--- config.mk ---
export PLATFORM = sky130hd
export DESIGN_NAME = tabla_patrones
export DESIGN_NICKNAME = d
export VERILOG_FILES = /design/src/rtl/tabla_patrones.sv
export SDC_FILE = /design/constraint.sdc
export NUM_CORES = 1
export LEC_CHECK = 0
export ABC_CLOCK_PERIOD_IN_PS = 2800
export CELL_PAD_IN_SITES_DETAIL_PLACEMENT = 1
export CELL_PAD_IN_SITES_GLOBAL_PLACEMENT = 1
export CORE_ASPECT_RATIO = 1.2
export CORE_MARGIN = 1
export CORE_UTILIZATION = 30
export DETAILED_ROUTE_END_ITERATION = 10
export DONT_BUFFER_PORTS = 1
export PLACE_DENSITY = 0.59
export SKIP_LAST_GASP = 1
export SYNTH_ARGS = -nofsm -noshare
export SYNTH_HDL_FRONTEND = slang
export SYNTH_SLANG_ARGS = --single-unit
export TNS_END_PERCENT = 50
--- constraint.sdc ---
create_clock -name clk -period 2.8 [get_ports clk]
set_clock_uncertainty 0.15 [all_clocks]
set_input_delay 0.42 -clock clk [delete_from_list [all_inputs] [get_ports clk]]
set_output_delay 0.42 -clock clk [all_outputs]
set_load 0.005 [all_outputs]
--- src/rtl/tabla_patrones.sv ---
// -----------------------------------------------------------------------------
// tabla_patrones
//   Run-time rewritable pattern -> code lookup table with a registered result.
//   Each qualified input pattern is compared against all DEPTH entries in
//   parallel. The lowest-index valid match wins, and the result appears one
//   cycle later. A saturating counter tracks how many lookups hit.
//
// Ports
//   clk         system clock, rising edge
//   rst_n       asynchronous active-low reset
//   wr_en       table write strobe
//   wr_idx      entry index to write (writes at or beyond DEPTH are dropped)
//   wr_pattern  pattern stored in the entry
//   wr_code     code stored in the entry
//   wr_vld      entry enable bit (0 deletes the entry)
//   clr         synchronous clear of hit_count
//   in_valid    data_in qualifier
//   data_in     pattern to look up
//   out_valid   one-cycle pulse marking a fresh lookup result
//   data_out    looked-up code (DEFAULT_CODE on a miss)
//   hit         some valid entry matched
//   hit_idx     index of the matching entry (0 on a miss)
//   hit_count   saturating count of hits
// -----------------------------------------------------------------------------
module tabla_patrones #(
  parameter int              IN_W         = 6,
  parameter int              OUT_W        = 3,
  parameter int              DEPTH        = 8,
  parameter int              PRELOAD      = 1,
  parameter logic [OUT_W-1:0] DEFAULT_CODE = '0,
  localparam int             IW           = (DEPTH > 1) ? $clog2(DEPTH) : 1
) (
  input  logic             clk,
  input  logic             rst_n,
  input  logic             wr_en,
  input  logic [IW-1:0]    wr_idx,
  input  logic [IN_W-1:0]  wr_pattern,
  input  logic [OUT_W-1:0] wr_code,
  input  logic             wr_vld,
  input  logic             clr,
  input  logic             in_valid,
  input  logic [IN_W-1:0]  data_in,
  output logic             out_valid,
  output logic [OUT_W-1:0] data_out,
  output logic             hit,
  output logic [IW-1:0]    hit_idx,
  output logic [15:0]      hit_count
);

  // The legacy table only makes sense for the original 6-bit -> 3-bit shape.
  localparam bit USE_PRELOAD = (PRELOAD == 1) && (IN_W == 6) && (OUT_W == 3) && (DEPTH >= 5);

  logic [IN_W-1:0]  tab_pat  [DEPTH];
  logic [OUT_W-1:0] tab_code [DEPTH];
  logic             tab_vld  [DEPTH];

  logic             wr_in_range;
  logic             lu_hit;
  logic [IW-1:0]    lu_idx;
  logic [OUT_W-1:0] lu_code;

  function automatic logic [IN_W-1:0] preload_pattern(input int i);
    case (i)
      0:       return IN_W'(6'b101010);
      1:       return IN_W'(6'b101100);
      2:       return IN_W'(6'b101101);
      3:       return IN_W'(6'b011011);
      4:       return IN_W'(6'b101111);
      default: return '0;
    endcase
  endfunction

  function automatic logic [OUT_W-1:0] preload_code(input int i);
    case (i)
      0:       return OUT_W'(3'b111);
      1:       return OUT_W'(3'b010);
      2:       return OUT_W'(3'b110);
      3:       return OUT_W'(3'b011);
      4:       return OUT_W'(3'b001);
      default: return '0;
    endcase
  endfunction

  // When DEPTH is not a power of two, wr_idx can name entries that do not
  // exist; those writes are dropped.
  assign wr_in_range = ({1'b0, wr_idx} < (IW+1)'(DEPTH));

  // Table storage. The table is kept in plain registers so that every entry
  // is visible to the parallel compare at the same time. Reset restores the
  // legacy contents when they apply; otherwise it clears every entry.
  always_ff @(posedge clk or negedge rst_n) begin
    if (!rst_n) begin
      for (int i = 0; i < DEPTH; i++) begin
        tab_pat[i]  <= USE_PRELOAD ? preload_pattern(i) : '0;
        tab_code[i] <= USE_PRELOAD ? preload_code(i) : '0;
        tab_vld[i]  <= USE_PRELOAD && (i < 5);
      end
    end else if (wr_en && wr_in_range) begin
      tab_pat[wr_idx]  <= wr_pattern;
      tab_code[wr_idx] <= wr_code;
      tab_vld[wr_idx]  <= wr_vld;
    end
  end

  // Parallel compare and priority encode. The loop walks downward so that
  // the last assignment, which is the one that sticks, comes from the lowest
  // matching index. The compare reads the current table contents, so a write
  // in the same cycle does not affect this lookup.
  always_comb begin
    lu_hit  = 1'b0;
    lu_idx  = '0;
    lu_code = DEFAULT_CODE;
    for (int i = DEPTH - 1; i >= 0; i--) begin
      if (tab_vld[i] && (tab_pat[i] == data_in)) begin
        lu_hit  = 1'b1;
        lu_idx  = IW'(i);
        lu_code = tab_code[i];
      end
    end
  end

  // Result register. out_valid is a one-cycle pulse. The result fields only
  // load on a qualified lookup and otherwise hold their last value.
  always_ff @(posedge clk or negedge rst_n) begin
    if (!rst_n) begin
      out_valid <= 1'b0;
      data_out  <= DEFAULT_CODE;
      hit       <= 1'b0;
      hit_idx   <= '0;
    end else begin
      out_valid <= in_valid;
      if (in_valid) begin
        data_out <= lu_code;
        hit      <= lu_hit;
        hit_idx  <= lu_idx;
      end
    end
  end

  // Hit counter. It advances on the same edge that registers a hit, so it
  // already includes the hit being shown on the outputs. It sticks at
  // all-ones rather than wrapping. clr wins over a simultaneous hit.
  always_ff @(posedge clk or negedge rst_n) begin
    if (!rst_n) begin
      hit_count <= '0;
    end else if (clr) begin
      hit_count <= '0;
    end else if (in_valid && lu_hit && (hit_count != 16'hFFFF)) begin
      hit_count <= hit_count + 16'd1;
    end
  end

endmodule
Yosys cells after proc, flatten, opt, wreduce, memory -nomap -nowiden
Cells that the tools add are included.
{"block": "op_classes", "n_addsub": 1, "order_cmp": 2, "n_eq_ne": 9, "n_mux": 35, "n_bitwise": 1, "reduce_logical": 12}
{"cell": "3-bit 2-to-1 mux", "count": 17}
{"cell": "48-bit bitwise mux", "count": 1}
{"cell": "6-bit == test", "count": 8}
{"cell": "16-bit 2-to-1 mux", "count": 2}
{"cell": "24-bit bitwise mux", "count": 1}
{"cell": "6-bit demux with 3-bit select", "count": 1}
{"cell": "16-bit by 1-bit adder with 16-bit output (second input constant)", "count": 1}
{"cell": "16-bit inequality test (second input constant)", "count": 1}
{"cell": "1-bit logical AND", "count": 11}
{"cell": "3-bit demux with 3-bit select", "count": 1}
{"cell": "1-bit 2-to-1 mux", "count": 9}
{"cell": "8-bit bitwise mux", "count": 1}
{"cell": "6-bit 2-to-1 mux", "count": 1}
{"cell": "4-bit greater-or-equal comparator (second input constant)", "count": 1}
{"cell": "4-bit by 1-bit < comparator with 1-bit output (second input constant)", "count": 1}
{"cell": "3-bit inverter with 4-bit output", "count": 1}
{"cell": "1-bit demux with 3-bit select", "count": 1}
{"cell": "2-bit nonzero test", "count": 1}
{"block": "totals", "reg_bits": 104, "in_bits": 24, "out_inout_bits": 24, "word_cells": 89}

Longest topological paths before layout
Gate-level depths: netlist (run 1).
{"block": "logic_depth", "word_depth": 14, "mapped_depth": 9, "depth_no_buf": 7}

Worst setup path after synthesis (run 1)
No wires, ideal clock.
{"block": "synth_timing", "path_type": "input-to-reg", "start": "input port data_in[3]", "end": "register hit_count[14]", "setup_ns": 0.125, "arrival_time_ns": 2.117, "t_required_ns": 2.525, "path_slack_ns": 0.408, "stages": 8, "path_buffers": 2, "cell_sequence": "buf_4 xnor2_1 nand4_1 nor4_2 nor4_2 clkbuf_8 a21oi_2 mux2_4"}
{"block": "synth_between", "elab_chain_len": 13, "elab_cells_between_ends": 27, "classes_between": "eq/ne (8); mux (8); reduce/logical (11)"}
{"item": "start: declaration", "line_no": "42", "source": "input logic [IN_W-1:0] data_in,"}
{"item": "6-bit == test", "line_no": "114", "source": "if (tab_vld[i] && (tab_pat[i] == data_in)) begin"}
{"item": "1-bit logical AND", "line_no": "114"}
{"item": "1-bit 2-to-1 mux (7 in a row)", "line_no": "114"}
{"item": "1-bit 2-to-1 mux (*)", "line_no": "114"}
{"item": "1-bit logical AND (*) (2 in a row)", "line_no": "148", "source": "end else if (in_valid && lu_hit && (hit_count != 16'hFFFF)) begin"}
{"item": "2-bit nonzero test (no source line) (*)"}
{"item": "end signal: assignment", "line_no": "149", "source": "hit_count <= hit_count + 16'd1;"}
{"item": "end: declaration", "line_no": "47", "source": "output logic [15:0] hit_count"}
Mark *: on every way between the ends. The rest lies on a longest branch, timed or not.
A chain may end at the register's enable or synchronous reset.

Worst setup path in the final report (run 1)
{"block": "layout_timing", "start": "register hit_count[0]", "end": "register hit_count[0]"}
{"block": "layout_between", "elab_chain_len": 3, "elab_cells_between_ends": 6, "classes_between": "add/sub (1); eq/ne (1); mux (2); reduce/logical (2)"}
{"item": "16-bit by 1-bit adder with 16-bit output or 16-bit inequality test (tied branches)", "line_no": "149, 148"}
{"item": "16-bit 2-to-1 mux or 1-bit logical AND (tied branches)", "line_no": "148"}
{"item": "16-bit 2-to-1 mux or 2-bit nonzero test (tied branches)"}
Several ways; a longest one is shown, not always the timed one. The select of a mux whose other input is x is not followed.

==> results.cfg, run 1 <==
[cells_and_area]
area.growth.synth_to_final_pct = 9.626
antenna_cells_inserted = 0
filler_cell_count = 1942
final_util_pct = 33.70
layout-drive-gt1-share_pct = 39.25
flip_flop_and_latch_area_um2 = 2644
stdcell_count = 671
finalInstanceArea_um2 = 5899
num-nets-final = 471
commonest_cells_after_routing_fill_and_taps_aside = 86 x sky130_fd_sc_hd__mux2_2, 71 x sky130_fd_sc_hd__dfrtp_1, 33 x sky130_fd_sc_hd__xnor2_1, 33 x sky130_fd_sc_hd__dfstp_2, 26 x sky130_fd_sc_hd__nor2_1
multi_input_comb_area_um2 = 2577
layout_commonest_cell = sky130_fd_sc_hd__mux2_2

[worst_setup_path]
worstPathRequired_ps = 2890
cp.arrival_ps = 2660
crit_path_launch_type = register
critical-path-slowest-cell = sky130_fd_sc_hd__dfrtp_1
worstSetupPathType = register to register
crit_chain = ha_1 -> and3_1 -> and3_1 -> nand4_1 -> nand2_1 -> a21oi_1 -> mux2_2
most_repeated_library_cell_on_the_critical_path = sky130_fd_sc_hd__and3_1
setup.worst_path.end_class = register
crit_fanout = 15
critPathMaxStageDelay_ps = 430
critical_path_buf_inv_count = 0
cell_family_contributing_the_most_delay_on_the_critical_path = simple AND/OR/NAND/NOR gates

[detailed_routing]
drcViolationCount = 0
detail_route.vias_per_cell = 5.162
wirelength_mm = 13.33
antenna_left = 0
initialDrtViolationCount = 131
drt_pass1_iterations = 4
routed_wire_length_per_instance_um = 19.86
routed-via-count = 3464

[floorplanning]
fp.coreArea_um2 = 17510
dieHeight_um = 148.7
boundaryPins = 48
number_of_standard_cell_rows_in_the_floorplan = 53
initial_core_util_pct = 30.74
die_x_um = 124.3
fp.dieArea_um2 = 18480

[clock_tree]
h-tree-depth = 3
post_cts_resize_count = 0
cts_hold_buf = 1
cts_tree = built
clock-sinks = 104
post-cts-setup-buffers = 0
clk_latency_ps = 360
cts_max_path_buffers = 2
clock_tree.root_cell = sky130_fd_sc_hd__clkbuf_16
clkTransAtPathRegs_ps = 70
tritoncts.num_buffers = 9

[global_route]
gr-total-overflow = 0
grt_start_max_net_pins = 105
grt_util_all_layers_pct = 15.41
grt_first_pass_wirelength_mm = 21.67
antenna_found_initial = 0
grt_pass1_vias = 3774

[synth]
ys_seq_elements = 104
synthesis.nets = 471
postSynth.asyncResetShare_pct = 100.0
syn-cell-area_um2 = 5381
synth.yosys.seq_area_share_pct = 49.13
synth_top_flop_cell = sky130_fd_sc_hd__dfrtp_1
synth-edff-count = 0
synth-warning-count = 0
synthCells = 446
synth.lib_cells_used.distinct = 50
post_synth.cell_area_avg_um2 = 12.07

[sta]
finalSetupViolCount = 0
relSlewSlack_pct = 47.35
worst-slew-pin-transition_ps = 785.5
post-route-min-period_ps = 2571
unrepaired_setup_endpoints_after_global_routing = false
timing.final.crit_share_pct = 91.81
fin_setup_tns_ps = 0
fin_worst_hold_slack_ps = -390.6
fmax_mhz = 389.0
final-hold-violation-count = 104
maxSlewViolCount = 0

[pwr]
clock_power_share_pct = 31.2
pwr-share-comb_pct = 15.2
vdd_drop_max_mv = 0.4261
power.density_cell_area_nw_per_um2 = 637.8
switching_share_pct = 25.38
net-switching-power_mw = 0.9549
p_leak_nw = 2.327
internal_power_mw = 2.807
share_seq_of_total_power_pct = 53.5

[place]
detailedPlacementHpwl_mm = 9.291
io_buffers = 0
post_dp_cell_area_um2 = 5624
rd_place_congestion = 0.7843
placed_cells = 654

[outcome]
run_status = finished with violations
violated_checks = hold timing

[run]
cap_violations = 0

[min_path]
hold_path_class = input pin to asynchronous set/reset pin
==> worst reg2reg max path, delay by kind of cell (launching register included) <==
kind,cells,cell delay [ps]
AOI/OAI and AO/OA,1,280
muxes,1,370
and+or+nand+nor,4,980
DFF,1,430
adders and majority gates,1,240
==> synth_stat cells (5+ instances only) <==
cell,n,area (um^2)
sky130_fd_sc_hd__a21oi_1,10,50.05
sky130_fd_sc_hd__mux2_4,8,120.1
sky130_fd_sc_hd__nand2_1,14,52.55
sky130_fd_sc_hd__dfstp_2,33,867.1
sky130_fd_sc_hd__buf_6,5,56.30
sky130_fd_sc_hd__a21oi_2,8,70.07
sky130_fd_sc_hd__nand3_1,14,70.07
sky130_fd_sc_hd__mux2_2,86,968.4
sky130_fd_sc_hd__nor2b_1,16,100.1
sky130_fd_sc_hd__clkbuf_1,14,52.55
sky130_fd_sc_hd__xor2_1,15,131.4
sky130_fd_sc_hd__dfrtp_1,71,1777
sky130_fd_sc_hd__xnor2_1,33,289.0
sky130_fd_sc_hd__inv_1,6,22.52
sky130_fd_sc_hd__nor2_1,26,97.59
sky130_fd_sc_hd__nor3_1,5,25.02
sky130_fd_sc_hd__nand4_1,14,87.58
sky130_fd_sc_hd__and3_1,11,68.82
==> power by group through the flow <==
stage | logic (mW) | registers (mW) | clock network [mW]
2_1_floorplan | 0.522 | 1.99 | 0
3_3_place_gp | 0.557 | 2.03 | 0
3_5_place_dp | 0.580 | 2.05 | 0
4_1_cts | 0.584 | 2.02 | 1.24
5_1_grt | 0.640 | 2.05 | 1.28
6_report | 0.574 | 2.01 | 1.18
==> path summary, 6_finish.rpt <==
check / startpoint / to / slack (ps) / depth (start not counted)
min in group clk: in_valid / hit / 30 / 1
max in group asynchronous: rst_n / tab_pat[35] / 2600 / 0
worst max register to register: hit_count[0] / hit_count[0] / 230 / 7
worst min-delay path: rst_n / hit_count[2] / -390 / 0
worst min register to register: tab_code[0] / tab_code[0] / 360 / 1
worst max-delay path: hit_count[0] / hit_count[0] / 230 / 7
==> registers in the layout (all words and copies together), names as in the netlist <==
| signal | count |
|---|---|
| tab_vld | 8 |
| hit_count | 16 |
| hit_idx | 3 |
| data_out | 3 |
| out_valid | 1 |
| hit | 1 |
| tab_code | 24 |
| tab_pat | 48 |
==> cell type report <==
class,instances,share of cell area [%]
Timing Repair Buffer,15,1.951
Clock inverter,5,0.5514
Inverter,6,0.3818
Multi-Input combinational cell,310,43.69
Tap cell,220,4.666
Clock buffer,11,3.945
Sequential cell,104,44.81
==> layer usage <==
metal | vias to the layer above | wire length, um | global-route usage (%)
met5 | - | 0 | 0
met1 | 1802 | 5349 | 17.06
met3 | 12 | 745 | 4.784
met4 | 0 | 222 | 5.482
met2 | 71 | 7010 | 27.71
li1 | 1579 | - | -
==> through the flow <==
stage          setup slack [ps]  power, mW
2_1_floorplan             408.4      2.516
3_3_place_gp              256.2      2.583
3_5_place_dp              222.3      2.627
4_1_cts                   221.0      3.839
5_1_grt                   38.15      3.972
6_report                  229.2      3.762
==> logic make-up (layout without fill, tap and decap cells) <==
family / Yosys count / in the layout / synth area share [%]
buf+inv: 32 / 37 / 3.325
simple gates: 128 / 128 / 13.95
mux: 95 / 95 / 20.41
fa+ha+maj: 1 / 1 / 0.2325
xor+xnor: 48 / 48 / 7.812
flops: 104 / 104 / 49.13
compound gates: 38 / 38 / 5.139
Power figures use the tool's default switching activity.
==> run 2: changes to the inputs <==
--- a/config.mk
+++ b/config.mk
@@ -13,6 +13,7 @@
 export CORE_UTILIZATION = 30
 export DETAILED_ROUTE_END_ITERATION = 10
 export DONT_BUFFER_PORTS = 1
+export GPL_ROUTABILITY_DRIVEN = 0
 export PLACE_DENSITY = 0.59
 export SKIP_LAST_GASP = 1
 export SYNTH_ARGS = -nofsm -noshare
==> results of run 2 <==
No change in the layout: final DEF, timing and power equal those of run 1.
==> run 3: changes to the inputs <==
--- a/config.mk
+++ b/config.mk
@@ -5,7 +5,6 @@
 export SDC_FILE = /design/constraint.sdc
 export NUM_CORES = 1
 export LEC_CHECK = 0
-export ABC_CLOCK_PERIOD_IN_PS = 2800
 export CELL_PAD_IN_SITES_DETAIL_PLACEMENT = 1
 export CELL_PAD_IN_SITES_GLOBAL_PLACEMENT = 1
 export CORE_ASPECT_RATIO = 1.2
==> results of run 3 <==
No change in the layout: final DEF, timing and power equal those of run 1.
